File: src/rtl/issue_ctrl_if.sv
// Decode-to-issue and issue-to-unit handshake bundle for issue_ctrl.
// The master side drives decode offers and unit readiness; the slave side is the controller.
interface issue_ctrl_if;
    // Decode channel
    logic        id_valid;
    logic        id_ready;
    logic [4:0]  id_rs;
    logic [4:0]  id_rt;
    logic [4:0]  id_rd;
    logic        id_use_rs;
    logic        id_use_rt;
    logic        id_wr_rd;
    logic [1:0]  id_unit;
    logic [31:0] id_payload;

    // Execute channel
    logic        ex_valid;
    logic        ex_ready;
    logic [1:0]  ex_unit;
    logic [31:0] ex_payload;

    modport master (
        output id_valid,
        input  id_ready,
        output id_rs,
        output id_rt,
        output id_rd,
        output id_use_rs,
        output id_use_rt,
        output id_wr_rd,
        output id_unit,
        output id_payload,
        input  ex_valid,
        output ex_ready,
        input  ex_unit,
        input  ex_payload
    );

    modport slave (
        input  id_valid,
        output id_ready,
        input  id_rs,
        input  id_rt,
        input  id_rd,
        input  id_use_rs,
        input  id_use_rt,
        input  id_wr_rd,
        input  id_unit,
        input  id_payload,
        output ex_valid,
        input  ex_ready,
        output ex_unit,
        output ex_payload
    );
endinterface

File: src/rtl/issue_ctrl.sv
// Issue-stage controller: one-entry instruction buffer, scoreboard hazard checks
// (RAW, WAW, writeback slot) and destination claim on the issuing edge.
module issue_ctrl (
    input  logic        clock,
    input  logic        reset,
    input  logic        flush,
    issue_ctrl_if.slave bus,

    output logic [4:0]  iss_ass_addr_a,
    output logic [4:0]  iss_ass_addr_b,
    input  logic        iss_ass_pending_a,
    input  logic        iss_ass_pending_b,
    input  logic [1:0]  iss_ass_unit_a,
    input  logic [1:0]  iss_ass_unit_b,
    input  logic [4:0]  iss_ass_row_a,
    input  logic [4:0]  iss_ass_row_b,

    output logic [4:0]  wb_ass_addr,
    input  logic        wb_ass_pending,
    input  logic [4:0]  wb_ass_row,

    output logic [4:0]  writeaddr,
    output logic [1:0]  registerunit,
    output logic        enablewrite,
    input  logic [31:0] sb_haz_column,

    output logic [15:0] stall_cycles
);

    localparam logic [1:0] UnitAluMisc = 2'b00;
    localparam logic [1:0] UnitMem     = 2'b01;
    localparam logic [1:0] UnitMult    = 2'b10;

    typedef enum logic {StEmpty, StFull} state_e;

    state_e      state_q, state_d;
    logic [4:0]  rs_q, rt_q, rd_q;
    logic        use_rs_q, use_rt_q, wr_rd_q;
    logic [1:0]  unit_q;
    logic [31:0] payload_q;
    logic [15:0] stall_q, stall_d;

    logic        full;
    logic        accept;
    logic        fire;
    logic        haz_a, haz_b, haz_waw, haz_struct, unit_illegal;
    logic        hazard;
    logic [4:0]  slot_mask;

    // Unit field of the source entries is not needed: any pending non-bypassable row stalls.
    logic unused_inputs;
    assign unused_inputs = ^{iss_ass_unit_a, iss_ass_unit_b, iss_ass_row_a[0], iss_ass_row_b[0]};

    assign full = (state_q == StFull);

    // Row bit 0 means the producer's result is on the bypass this cycle, so it is not a hazard.
    assign haz_a = use_rs_q & (rs_q != 5'd0) & iss_ass_pending_a & (|iss_ass_row_a[4:1]);
    assign haz_b = use_rt_q & (rt_q != 5'd0) & iss_ass_pending_b & (|iss_ass_row_b[4:1]);

    // Writeback slots at or beyond this unit's latency would collide or reorder (WAW).
    always_comb begin
        slot_mask    = 5'b00000;
        unit_illegal = 1'b0;
        unique case (unit_q)
            UnitAluMisc: slot_mask = 5'b11110;
            UnitMem:     slot_mask = 5'b11100;
            UnitMult:    slot_mask = 5'b10000;
            default:     unit_illegal = 1'b1;
        endcase
    end

    assign haz_waw    = wr_rd_q & (rd_q != 5'd0) & wb_ass_pending & (|(wb_ass_row & slot_mask));
    assign haz_struct = |sb_haz_column;
    assign hazard     = haz_a | haz_b | haz_waw | haz_struct | unit_illegal;

    assign bus.ex_valid   = full & ~hazard & ~flush;
    assign fire           = bus.ex_valid & bus.ex_ready;
    assign bus.id_ready   = ~flush & (full ? fire : 1'b1);
    assign accept         = bus.id_valid & bus.id_ready;
    assign bus.ex_unit    = unit_q;
    assign bus.ex_payload = payload_q;

    assign enablewrite    = fire & wr_rd_q & (rd_q != 5'd0);
    assign writeaddr      = rd_q;
    assign registerunit   = full ? unit_q : 2'b00;

    assign iss_ass_addr_a = full ? rs_q : 5'd0;
    assign iss_ass_addr_b = full ? rt_q : 5'd0;
    assign wb_ass_addr    = full ? rd_q : 5'd0;

    always_comb begin
        state_d = state_q;
        if (flush) begin
            state_d = StEmpty;
        end else if (accept) begin
            state_d = StFull;
        end else if (fire) begin
            state_d = StEmpty;
        end
    end

    always_comb begin
        stall_d = stall_q;
        if (full && !fire && !flush && (stall_q != 16'hFFFF)) begin
            stall_d = stall_q + 16'd1;
        end
    end

    assign stall_cycles = stall_q;

    always_ff @(posedge clock or negedge reset) begin
        if (!reset) begin
            state_q <= StEmpty;
            stall_q <= 16'd0;
        end else begin
            state_q <= state_d;
            stall_q <= stall_d;
        end
    end

    always_ff @(posedge clock or negedge reset) begin
        if (!reset) begin
            rs_q      <= 5'd0;
            rt_q      <= 5'd0;
            rd_q      <= 5'd0;
            use_rs_q  <= 1'b0;
            use_rt_q  <= 1'b0;
            wr_rd_q   <= 1'b0;
            unit_q    <= 2'b00;
            payload_q <= 32'd0;
        end else if (accept) begin
            rs_q      <= bus.id_rs;
            rt_q      <= bus.id_rt;
            rd_q      <= bus.id_rd;
            use_rs_q  <= bus.id_use_rs;
            use_rt_q  <= bus.id_use_rt;
            wr_rd_q   <= bus.id_wr_rd;
            unit_q    <= bus.id_unit;
            payload_q <= bus.id_payload;
        end
    end

endmodule

File: src/flat_wrapper.sv
// flat-port wrapper written by rule: the top's interface ports become plain ports
module issue_ctrl_flat 
  (clock, reset, flush, iss_ass_addr_a, iss_ass_addr_b, iss_ass_pending_a, iss_ass_pending_b, iss_ass_unit_a, iss_ass_unit_b, iss_ass_row_a, iss_ass_row_b, wb_ass_addr, wb_ass_pending, wb_ass_row, writeaddr, registerunit, enablewrite, sb_haz_column, stall_cycles, bus_id_valid, bus_id_ready, bus_id_rs, bus_id_rt, bus_id_rd, bus_id_use_rs, bus_id_use_rt, bus_id_wr_rd, bus_id_unit, bus_id_payload, bus_ex_valid, bus_ex_ready, bus_ex_unit, bus_ex_payload);
  issue_ctrl_if bus_i ();
  input  logic clock;
  input  logic reset;
  input  logic flush;
  output logic [4:0] iss_ass_addr_a;
  output logic [4:0] iss_ass_addr_b;
  input  logic iss_ass_pending_a;
  input  logic iss_ass_pending_b;
  input  logic [1:0] iss_ass_unit_a;
  input  logic [1:0] iss_ass_unit_b;
  input  logic [4:0] iss_ass_row_a;
  input  logic [4:0] iss_ass_row_b;
  output logic [4:0] wb_ass_addr;
  input  logic wb_ass_pending;
  input  logic [4:0] wb_ass_row;
  output logic [4:0] writeaddr;
  output logic [1:0] registerunit;
  output logic enablewrite;
  input  logic [31:0] sb_haz_column;
  output logic [15:0] stall_cycles;
  input wire logic [$bits(bus_i.id_valid)-1:0] bus_id_valid;
  output wire logic [$bits(bus_i.id_ready)-1:0] bus_id_ready;
  input wire logic [$bits(bus_i.id_rs)-1:0] bus_id_rs;
  input wire logic [$bits(bus_i.id_rt)-1:0] bus_id_rt;
  input wire logic [$bits(bus_i.id_rd)-1:0] bus_id_rd;
  input wire logic [$bits(bus_i.id_use_rs)-1:0] bus_id_use_rs;
  input wire logic [$bits(bus_i.id_use_rt)-1:0] bus_id_use_rt;
  input wire logic [$bits(bus_i.id_wr_rd)-1:0] bus_id_wr_rd;
  input wire logic [$bits(bus_i.id_unit)-1:0] bus_id_unit;
  input wire logic [$bits(bus_i.id_payload)-1:0] bus_id_payload;
  output wire logic [$bits(bus_i.ex_valid)-1:0] bus_ex_valid;
  input wire logic [$bits(bus_i.ex_ready)-1:0] bus_ex_ready;
  output wire logic [$bits(bus_i.ex_unit)-1:0] bus_ex_unit;
  output wire logic [$bits(bus_i.ex_payload)-1:0] bus_ex_payload;
  assign bus_i.id_valid = bus_id_valid;
  assign bus_id_ready = bus_i.id_ready;
  assign bus_i.id_rs = bus_id_rs;
  assign bus_i.id_rt = bus_id_rt;
  assign bus_i.id_rd = bus_id_rd;
  assign bus_i.id_use_rs = bus_id_use_rs;
  assign bus_i.id_use_rt = bus_id_use_rt;
  assign bus_i.id_wr_rd = bus_id_wr_rd;
  assign bus_i.id_unit = bus_id_unit;
  assign bus_i.id_payload = bus_id_payload;
  assign bus_ex_valid = bus_i.ex_valid;
  assign bus_i.ex_ready = bus_ex_ready;
  assign bus_ex_unit = bus_i.ex_unit;
  assign bus_ex_payload = bus_i.ex_payload;
  issue_ctrl u_core (.clock(clock), .reset(reset), .flush(flush), .bus(bus_i), .iss_ass_addr_a(iss_ass_addr_a), .iss_ass_addr_b(iss_ass_addr_b), .iss_ass_pending_a(iss_ass_pending_a), .iss_ass_pending_b(iss_ass_pending_b), .iss_ass_unit_a(iss_ass_unit_a), .iss_ass_unit_b(iss_ass_unit_b), .iss_ass_row_a(iss_ass_row_a), .iss_ass_row_b(iss_ass_row_b), .wb_ass_addr(wb_ass_addr), .wb_ass_pending(wb_ass_pending), .wb_ass_row(wb_ass_row), .writeaddr(writeaddr), .registerunit(registerunit), .enablewrite(enablewrite), .sb_haz_column(sb_haz_column), .stall_cycles(stall_cycles));
endmodule
File: config.mk
export PLATFORM = sky130hd
export DESIGN_NAME = issue_ctrl_flat
export DESIGN_NICKNAME = d
export VERILOG_FILES = /design/src/rtl/issue_ctrl_if.sv /design/src/rtl/issue_ctrl.sv /design/src/flat_wrapper.sv
export SDC_FILE = /design/constraint.sdc
export NUM_CORES = 1
export LEC_CHECK = 0
export CORE_ASPECT_RATIO = 1.4
export CORE_MARGIN = 8
export CORE_UTILIZATION = 35
export CTS_CLUSTER_SIZE = 30
export DETAILED_ROUTE_END_ITERATION = 7
export PLACE_DENSITY = 0.84
export SETUP_SLACK_MARGIN = 0.5
export SYNTH_ARGS = -nofsm -noshare
export SYNTH_HDL_FRONTEND = slang
export SYNTH_SLANG_ARGS = --single-unit
File: constraint.sdc
create_clock -name clock -period 2.3 [get_ports clock]
set_input_delay 0.23 -clock clock [delete_from_list [all_inputs] [get_ports clock]]
set_output_delay 0.23 -clock clock [all_outputs]
set_load 0.02 [all_outputs]
==> metrics.cfg <==
[outcome]
status = complete, but fails checks
failed_checks = setup timing

[sta]
slew_viol_final = 0
worst_clock_skew_ns = 0.0151
finalSetupViolCount = 55
tns_ns = -12.24
fin_crit_ns = 2.56
layout_setup_ws_ns = -0.256
grt_setup_unrepaired = yes
worst_pin_slew_ns = 0.888
fin_crit_sh_pct = 111
max_freq_mhz = 391
final-hold-violation-count = 0
hold_slack_ns = 0.00900
relSlewSlack_pct = 40.8

[critical_path]
cp_cell_sequence = or4_4 -> o2111a_1 -> nor2b_2 -> nand4_4 -> a211o_4 -> buf_12 -> mux2_4
crit_type = reg2reg
slowest_stage = or4_4
cp-end-kind = register
cpPeakStageDelay_ns = 0.53
cp.required_ns = 2.50
crit_path_start_kind = register
critical_path.max_fanout = 24
cp.arrival_ns = 2.76

[cells_and_area]
nNetsFinal = 577
final_area_um2 = 5900
drive_gt1_share_pct = 25.7
antenna_cells = 0
fill_cells = 756
syn2layout_area_growth_pct = 74.3
final_util_pct = 62.4

[yosys]
yosysMostFrequentCell = dfrtp_1
synth_fp_nets = 371
synthArstFlopShare_pct = 100
ys_seq_area_share_pct = 51.0
yosysUniqueCellTypes = 32
synth_area_um2 = 3390
netlist.area_leader.share_pct = 51.0
syn_inst = 259
ys_top_cells_by_area = dfrtp_1 51%, mux2_4 22%, xnor2_1 3.6%
synth.avg_cell_area_um2 = 13.1
synth_edf_count = 0
ys_ff_latch = 69
ys.flop_type = dfrtp_1
ys_top_cells_by_count = 69 x dfrtp_1, 50 x mux2_4, 17 x and2_1, 17 x nor4_1
yosysTopAreaCell = dfrtp_1
synth_warnings = 0

[drt]
postRouteAntennaNets = 0
vias_per_cell = 5.05
drt_iter0_drc = 77
num_vias = 2931
wl_um = 11500
drc = 0
first_pass_iters = 5
wl_per_cell_um = 19.8

[min_path]
min_path_type = in2async

[global_routing]
grt_pass1_vias = 3310
grt_pass1_wl_um = 17700
grt_max_degree = 70
antenna_found_initial = 0
gr-total-overflow = 0
grt_use_total_pct = 17.0

[place]
place_area_um2 = 5470
hpwl_um = 8800
place.gp.congestion = 0.932
numPortBuffers = 178

[clocking]
htreeDepth = 3
cts_sinks = 69
cts_buffers = 9
cts_buffer_depth = 2
cts_tree = built
cts_root_buf = clkbuf_16
cts.clk_slew.worst_paths_ns = 0.07
clock_latency_ns = 0.33
hold_buffers = 0

[power]
p_leak_uw = 0.00261
powerDensity_nw_per_um2 = 765
irDropWorstVdd_uv = 456

[floorplanning]
fp.dieW_um = 99.1
rows = 42
ios = 186
start_util_pct = 35.8
dieArea_um2 = 13100
core_area_um2 = 9460
die_y_um = 132

[job]
drv_cap = 0

-- timing repair --
action                     in CTS  in global routing
setup endpoints to repair      89                 72
cloned                          0                  2
buffers inserted                1                  1
resized for setup              39                 10
pin swaps                       5                  7
-- cell usage in the layout, fill, tap and decap left out, types with 2 or more instances in the layout --
cell / netlist / routed
and3_1: 4 / 4
nand3_1: 14 / 10
inv_1: 5 / 5
and2_1: 17 / 17
buf_6: 5 / 3
nand3_2: 0 / 2
nor2_1: 11 / 11
or4_4: 0 / 2
dlygate4sd2_1: 0 / 17
clkinvlp_4: 0 / 2
dfrtp_2: 0 / 3
clkdlybuf4s50_1: 0 / 157
nand3_4: 0 / 2
mux2_4: 50 / 50
clkbuf_16: 0 / 11
nand4_1: 12 / 12
xnor2_1: 14 / 13
mux2_2: 3 / 3
nand2_1: 6 / 6
bufinv_16: 0 / 2
nor4_1: 17 / 16
nor3_1: 2 / 2
or4_1: 5 / 3
dfrtp_1: 69 / 66
buf_12: 0 / 2
buf_4: 1 / 25
-- worst max-delay path, delay by kind of cell, from the launching register on --
family,cells,cell delay (ns)
and+or+nand+nor,3,0.82
AOI/OAI and AO/OA,2,0.69
muxes,1,0.31
DFF,1,0.40
buffers and inverters,1,0.19
-- where the power goes --
group,switching (uW),internal (uW),total [uW]
Clock,514,949,1460
Sequential,171,1430,1600
Combinational,594,858,1450
-- routing by layer --
| metal | routed length (um) | GRT usage, % | vias up |
|---|---|---|---|
| li1 | - | - | 1357 |
| met1 | 4150 | 17.1 | 1437 |
| met2 | 6060 | 30.9 | 125 |
| met3 | 1090 | 6.92 | 12 |
| met4 | 165 | 5.66 | 0 |
| met5 | 0 | 0 | - |
-- per-stage QoR --
stage               setup WS (ns)  instances  power, uW
floorplan                 -0.0987        259       2260
global placement           -0.468        560       3040
detailed placement         -0.472        560       3080
CTS                        -0.226        577       4550
global route               -0.328        580       4720
finish                     -0.256        580       4520
-- final cells by class --
| cell class | instances | area (um2) | area share (%) |
|---|---|---|---|
| Timing Repair Buffer | 207 | 2050 | 34.7 |
| Sequential cell | 69 | 1730 | 29.3 |
| Multi-Input combinational cell | 173 | 1650 | 28.0 |
| Clock buffer | 10 | 229 | 3.88 |
| Tap cell | 110 | 138 | 2.33 |
| Clock inverter | 6 | 88.8 | 1.51 |
| Inverter | 5 | 18.8 | 0.318 |
-- sequential cells by signal, summed over array words and instances, names as in the netlist --
register and cells:
u_core.bus.ex_payload 32, u_core.bus.ex_unit 2, u_core.full 1, u_core.rs_q 5, u_core.rt_q 5, u_core.stall_cycles 16
u_core.use_rs_q 1, u_core.use_rt_q 1, u_core.wr_rd_q 1, u_core.writeaddr 5
-- final timing paths --
check,to,cells after the start,slack (ns),startpoint
setup / recovery,u_core.bus.ex_payload[2]$_DFFE_PN0P_,7,-0.26,u_core.rt_q[2]$_DFFE_PN0P_
min in group clock,u_core.stall_cycles[12]$_DFFE_PN0P_,1,0.50,u_core.stall_cycles[12]$_DFFE_PN0P_
hold / removal,u_core.stall_cycles[13]$_DFFE_PN0P_,1,0.009,reset
setup reg to reg,u_core.bus.ex_payload[2]$_DFFE_PN0P_,7,-0.26,u_core.rt_q[2]$_DFFE_PN0P_
hold reg to reg,u_core.stall_cycles[12]$_DFFE_PN0P_,1,0.50,u_core.stall_cycles[12]$_DFFE_PN0P_
max in group asynchronous,u_core.writeaddr[2]$_DFFE_PN0P_,1,1.64,reset
-- cells by family (layout without fill, tap and decap cells) --
group                      Yosys count  count (layout)  synth area share, %
AOI/OAI and AO/OA                    8               8                 1.77
adders and majority gates            1               1                0.369
xor gates and xnor gates            14              14                 3.62
buffers and inverters               17             228                 3.10
and+or+nand+nor                     96              96                 16.7
DFF                                 69              69                 51.0
muxes                               54              54                 23.5
No activity file was read; power rests on OpenSTA's default activity.
